$ cat src/rtl/onehot_decoder_if.sv
// Request handshake bundle for onehot_decoder.
// Carries the binary code, the no-request flag and valid/ready.
interface onehot_decoder_if;
  logic y2;
  logic y1;
  logic y0;
  logic y;
  logic in_valid;
  logic in_ready;

  modport master (
    output y2, y1, y0, y, in_valid,
    input  in_ready
  );

  modport slave (
    input  y2, y1, y0, y, in_valid,
    output in_ready
  );
endinterface

$ cat src/rtl/onehot_decoder.sv
// Queued binary-to-one-hot decoder: each code drives one line of h
// for HOLD cycles, followed by GAP idle cycles, through a 2-deep FIFO.
module onehot_decoder #(
  parameter int unsigned HOLD = 4,
  parameter int unsigned GAP  = 1
) (
  input  logic              clk,
  input  logic              rst_n,
  onehot_decoder_if.slave   in_if,
  output logic [7:0]        h,
  output logic              busy,
  output logic [7:0]        none_cnt
);

  localparam logic [1:0] IDLE  = 2'd0;
  localparam logic [1:0] DRIVE = 2'd1;
  localparam logic [1:0] GAP_S = 2'd2;

  localparam logic [7:0] HOLD_M1 = 8'(HOLD - 1);
  localparam logic [7:0] GAP_M1  =
    (GAP == 0) ? 8'd0 : 8'(GAP - 1);
  localparam bit HAS_GAP = (GAP != 0);

  logic [1:0] state;
  logic [7:0] hold_cnt;
  logic [7:0] gap_cnt;

  logic [2:0] fifo_q [2];
  logic       wr_ptr;
  logic       rd_ptr;
  logic [1:0] count;

  logic [2:0] code;
  logic [2:0] head;
  logic [7:0] head_oh;
  logic       accept;
  logic       push;
  logic       pop;
  logic       drop;
  logic       hold_done;

  assign code    = {in_if.y2, in_if.y1, in_if.y0};
  assign in_if.in_ready = (count != 2'd2);
  assign accept  = in_if.in_valid & in_if.in_ready;
  assign push    = accept & ~in_if.y;
  assign drop    = accept & in_if.y;
  assign head    = fifo_q[rd_ptr];
  assign head_oh = 8'd1 << head;
  assign busy    = (state != IDLE) | (count != 2'd0);
  assign hold_done = (hold_cnt == 8'd0);

  // Pops happen only where a new code is loaded into h.
  always_comb begin
    pop = 1'b0;
    case (state)
      IDLE:    pop = (count != 2'd0);
      DRIVE:   pop = hold_done & ~HAS_GAP
                   & (count != 2'd0);
      default: pop = 1'b0;
    endcase
  end

  always_ff @(posedge clk or negedge rst_n) begin
    if (!rst_n) begin
      fifo_q[0] <= 3'd0;
      fifo_q[1] <= 3'd0;
      wr_ptr    <= 1'b0;
      rd_ptr    <= 1'b0;
      count     <= 2'd0;
    end else begin
      if (push) begin
        fifo_q[wr_ptr] <= code;
        wr_ptr         <= ~wr_ptr;
      end
      if (pop) rd_ptr <= ~rd_ptr;
      unique case ({push, pop})
        2'b10:   count <= count + 2'd1;
        2'b01:   count <= count - 2'd1;
        default: count <= count;
      endcase
    end
  end

  always_ff @(posedge clk or negedge rst_n) begin
    if (!rst_n) begin
      state    <= IDLE;
      h        <= 8'd0;
      hold_cnt <= 8'd0;
      gap_cnt  <= 8'd0;
    end else begin
      case (state)
        IDLE: begin
          if (pop) begin
            h        <= head_oh;
            hold_cnt <= HOLD_M1;
            state    <= DRIVE;
          end
        end
        DRIVE: begin
          if (!hold_done) begin
            hold_cnt <= hold_cnt - 8'd1;
          end else if (HAS_GAP) begin
            h       <= 8'd0;
            gap_cnt <= GAP_M1;
            state   <= GAP_S;
          end else if (pop) begin
            h        <= head_oh;
            hold_cnt <= HOLD_M1;
          end else begin
            h     <= 8'd0;
            state <= IDLE;
          end
        end
        GAP_S: begin
          if (gap_cnt == 8'd0) state <= IDLE;
          else gap_cnt <= gap_cnt - 8'd1;
        end
        default: begin
          h     <= 8'd0;
          state <= IDLE;
        end
      endcase
    end
  end

  always_ff @(posedge clk or negedge rst_n) begin
    if (!rst_n) begin
      none_cnt <= 8'd0;
    end else if (drop && none_cnt != 8'hff) begin
      none_cnt <= none_cnt + 8'd1;
    end
  end

endmodule

$ cat src/flat_wrapper.sv
// flat-port wrapper written by rule: the top's interface ports become plain ports
module onehot_decoder_flat 
#(
  parameter int unsigned HOLD = 4,
  parameter int unsigned GAP  = 1
)
  (clk, rst_n, h, busy, none_cnt, in_if_y2, in_if_y1, in_if_y0, in_if_y, in_if_in_valid, in_if_in_ready);
  onehot_decoder_if in_if_i ();
  input  logic clk;
  input  logic rst_n;
  output logic [7:0] h;
  output logic busy;
  output logic [7:0] none_cnt;
  input wire logic [$bits(in_if_i.y2)-1:0] in_if_y2;
  input wire logic [$bits(in_if_i.y1)-1:0] in_if_y1;
  input wire logic [$bits(in_if_i.y0)-1:0] in_if_y0;
  input wire logic [$bits(in_if_i.y)-1:0] in_if_y;
  input wire logic [$bits(in_if_i.in_valid)-1:0] in_if_in_valid;
  output wire logic [$bits(in_if_i.in_ready)-1:0] in_if_in_ready;
  assign in_if_i.y2 = in_if_y2;
  assign in_if_i.y1 = in_if_y1;
  assign in_if_i.y0 = in_if_y0;
  assign in_if_i.y = in_if_y;
  assign in_if_i.in_valid = in_if_in_valid;
  assign in_if_in_ready = in_if_i.in_ready;
  onehot_decoder #(.HOLD(HOLD), .GAP(GAP)) u_core (.clk(clk), .rst_n(rst_n), .in_if(in_if_i), .h(h), .busy(busy), .none_cnt(none_cnt));
endmodule
$ cat config.mk
export PLATFORM = sky130hd
export DESIGN_NAME = onehot_decoder_flat
export DESIGN_NICKNAME = d
export VERILOG_FILES = /design/src/rtl/onehot_decoder_if.sv /design/src/rtl/onehot_decoder.sv /design/src/flat_wrapper.sv
export SDC_FILE = /design/constraint.sdc
export NUM_CORES = 1
export LEC_CHECK = 0
export ABC_AREA = 1
export CAP_MARGIN = 20
export CORE_MARGIN = 1
export CORE_UTILIZATION = 50
export CTS_CLUSTER_DIAMETER = 80
export CTS_CLUSTER_SIZE = 30
export DETAILED_ROUTE_END_ITERATION = 8
export GPL_TIMING_DRIVEN = 0
export PLACE_DENSITY_LB_ADDON = 0.2
export SLEW_MARGIN = 5
export SYNTH_ARGS = -nofsm -noshare
export SYNTH_HDL_FRONTEND = slang
export SYNTH_SLANG_ARGS = --single-unit
$ cat constraint.sdc
create_clock -name clk -period 3 [get_ports clk]
set_input_delay 0.6 -clock clk [delete_from_list [all_inputs] [get_ports clk]]
set_output_delay 0.6 -clock clk [all_outputs]
set_load 0.005 [all_outputs]
==> impl_metrics.env, run 1 <==
export IMPL_status="completed"
export IMPL_first_pass_iters=4
export IMPL_rsz0062_at_grt="false"
export IMPL_numCtsBuffers=5
export IMPL_hold_class="in -> async"
export IMPL_synth_cell_types=31
export IMPL_path_cells="inv_1 -> ha_1 -> nand2_2 -> clkdlybuf4s50_1"
export IMPL_cts_resized_gates=0
export IMPL_drt_iter0_drc=85
export IMPL_fmax_mhz=423
export IMPL_crit_slowest_cell="clkdlybuf4s50_1"
export IMPL_dp_cells=413
export IMPL_cp_start_kind="register"
export IMPL_critPathCaptureType="output port"
export IMPL_die_h_um=72.7
export IMPL_cp_slowest_stage_delay_ps=540
export IMPL_fin_crit_sh_pct=78.8
export IMPL_tightest_slew_ps=343
export IMPL_diodes=0
export IMPL_period_minus_slack_ps=2360
export IMPL_antenna_found_initial=0
export IMPL_p_sw_share_pct=46.3
export IMPL_synth_edf_count=0
export IMPL_track_usage_pct=20.1
export IMPL_fin_hold_ws_ps=161
export IMPL_drt_wl_total_mm=4.56
export IMPL_async_reset_ff_share_pct=100
export IMPL_antenna_left=0
export IMPL_crit_required_ps=2400
export IMPL_setup_viol_count_final=0
export IMPL_die_width_um=72.7
export IMPL_synth_nets=337
export IMPL_finalSetupTns_ps=0
export IMPL_crit_arrival_ps=1760
export IMPL_drive_above_1_share_pct=10.5
export IMPL_stdcell_count=421
export IMPL_clk_pin_slew_ps=90
export IMPL_yosysSeqAreaShare_pct=44.1
export IMPL_fin_ws_ps=636
export IMPL_ir_drop_mv=0.612
export IMPL_pwr_share_clk_pct=11.6
export IMPL_yosysWarnings=0
export IMPL_seq_power_share_pct=31.6
export IMPL_design_area_um2=2930
export IMPL_slew_headroom_pct=76.9
export IMPL_fin_worst_skew_ps=9.00
export IMPL_portBuffers=24
export IMPL_overflow=0
export IMPL_syn_avg_cell_area_um2=7.78
export IMPL_postCtsHoldBufs=0
export IMPL_path_delay_family="buffers and inverters"
export IMPL_pwr_density_cell_nw_per_um2=1120
export IMPL_initial_core_util_pct=52.5
export IMPL_p_int_mw=1.77
export IMPL_synthFlopType="dfrtp_1"
export IMPL_dp_slack_ps=729
export IMPL_cts_buffer_depth=2
export IMPL_place_congestion=0.795
export IMPL_crit_type="reg -> out"
export IMPL_pin_count=25
export IMPL_mostFrequentLayoutCells="nand2_1 (114), dfrtp_1 (44), nor2_1 (32)"
export IMPL_drv_cap=0
export IMPL_grt_max_degree=35
export IMPL_grt_first_pass_wirelength_mm=8.22
export IMPL_syn_area_um2=2500
export IMPL_cts_tree="yes"
export IMPL_vias=2010
export IMPL_final_common_cell="nand2_1"
export IMPL_critical_path_n_buffers_inverters=2
export IMPL_cellLeakagePower_nw=1.49
export IMPL_clockRootBuffer="clkbuf_8"
export IMPL_postCtsSetupBuffers=0
export IMPL_core_um2=4750
export IMPL_final_max_slew_violation_count=0
export IMPL_final_net_count=369
export IMPL_grt_pass1_vias=1916
export IMPL_p_sw_mw=1.53
export IMPL_viasPerCell=4.77
export IMPL_ys_ff_latch=44
export IMPL_rows=25
export IMPL_drc=0
export IMPL_clock_sinks=44
export IMPL_synthCells=321
export IMPL_die_area_um2=5280
export IMPL_wire_per_inst_um=10.8
export IMPL_dp_hpwl_mm=3.36
export IMPL_areaGrowthSynthToFinish_pct=17.3
export IMPL_hold_viol=0
export IMPL_cp_max_fo=7
export IMPL_insertion_delay_ps=300
export IMPL_cts_htree_levels=2
export IMPL_combinationalPowerShare_pct=56.8
export IMPL_place_area_um2=2840
[layout make-up]
cell class	count	area [um^2]
buffer	4	28.8
sequential	44	1100
multi-input combinational	240	1240
inverter	33	124
timing repair buffer	25	255
tap	67	83.8
clock buffer	5	68.8
clock inverter	3	23.8
fill	446	1830
[stage by stage]
step	util, %	power, mW
5_1_grt	61.6	3.63
4_1_cts	61.6	3.33
2_1_floorplan	-	2.42
3_5_place_dp	59.6	2.93
6_report	61.6	3.29
3_3_place_gp	59.3	2.87
[registers in the layout (all words and copies together), names as in the netlist]
register	count
u_core.state	2
u_core.wr_ptr	1
u_core.count	2
u_core.hold_cnt	8
u_core.fifo_q	6
u_core.none_cnt	8
u_core.h	8
u_core.rd_ptr	1
u_core.gap_cnt	8
[worst reg2reg max path, cell delays in order, from the launching register on]
cell and delay [ps]:
dfrtp_1 410, inv_1 90, ha_1 270, inv_1 80
nor2_1 180, ha_1 280, a21oi_1 120, o21ai_0 120
xnor2_1 140
[layer usage]
metal,wire (um),GRT usage (%)
met1,2190,25.4
met5,0,0
met4,73,7.19
met2,2220,34.5
met3,76,3.73
[synthesized netlist by cell type (3+ instances only)]
library cell | count | area, um^2
nand2_1 | 114 | 428
dfrtp_1 | 44 | 1100
nor2_1 | 32 | 120
inv_1 | 31 | 116
o21ai_0 | 21 | 105
nand3_1 | 16 | 80.1
xor2_1 | 10 | 87.6
ha_1 | 9 | 113
o21ai_2 | 8 | 70.1
a21oi_1 | 4 | 20.0
nand4_1 | 4 | 25.0
nand2_2 | 3 | 18.8
xnor2_1 | 3 | 26.3
[cell families after synthesis]
group / count (synthesis) / share of synthesized area, %
simple gates: 180 / 31.1
flops: 44 / 44.1
compound gates: 38 / 9.62
buf+inv: 37 / 6.12
xor+xnor: 13 / 4.56
fa+ha+maj: 9 / 4.51
[worst paths after layout]
check                           startpoint                  to  slack [ps]  depth (start not counted)
min in group clk               u_core.h[4]         u_core.h[4]         490                          2
hold reg to reg                u_core.h[4]         u_core.h[4]         490                          2
setup / recovery           u_core.state[0]                busy         640                          4
hold / removal                       rst_n   u_core.gap_cnt[2]         160                          1
max in group asynchronous            rst_n  u_core.hold_cnt[0]        2370                          2
setup reg to reg           u_core.state[0]     u_core.count[1]        1200                          8
[power by group through the flow]
stage / Clock [mW] / Sequential [mW] / Combinational (mW)
3_3_place_gp: 0 / 1.04 / 1.83
6_report: 0.382 / 1.04 / 1.87
5_1_grt: 0.415 / 1.07 / 2.15
4_1_cts: 0.396 / 1.04 / 1.89
3_5_place_dp: 0 / 1.05 / 1.88
2_1_floorplan: 0 / 1.01 / 1.41
No activity file was read; power rests on OpenSTA's default activity.
==> run 2, diff against run 1 <==
==> constraint.sdc (replaced) <==
create_clock -name clk -period 2.4 [get_ports clk]
set_input_delay 0.48 -clock clk [delete_from_list [all_inputs] [get_ports clk]]
set_output_delay 0.48 -clock clk [all_outputs]
set_load 0.005 [all_outputs]
==> results of run 2 <==
Same layout as run 1 (identical final DEF). Status: completed.
Main changes from that run: setup slack after placement 729 ps -> 249 ps; setup slack after layout 636 ps -> 156 ps; hold slack 161 ps -> 40.6 ps; register-to-register setup slack 1200 ps -> 600 ps; total power 3.29 mW -> 4.12 mW; worst IR drop on VDD 0.612 mV -> 0.765 mV
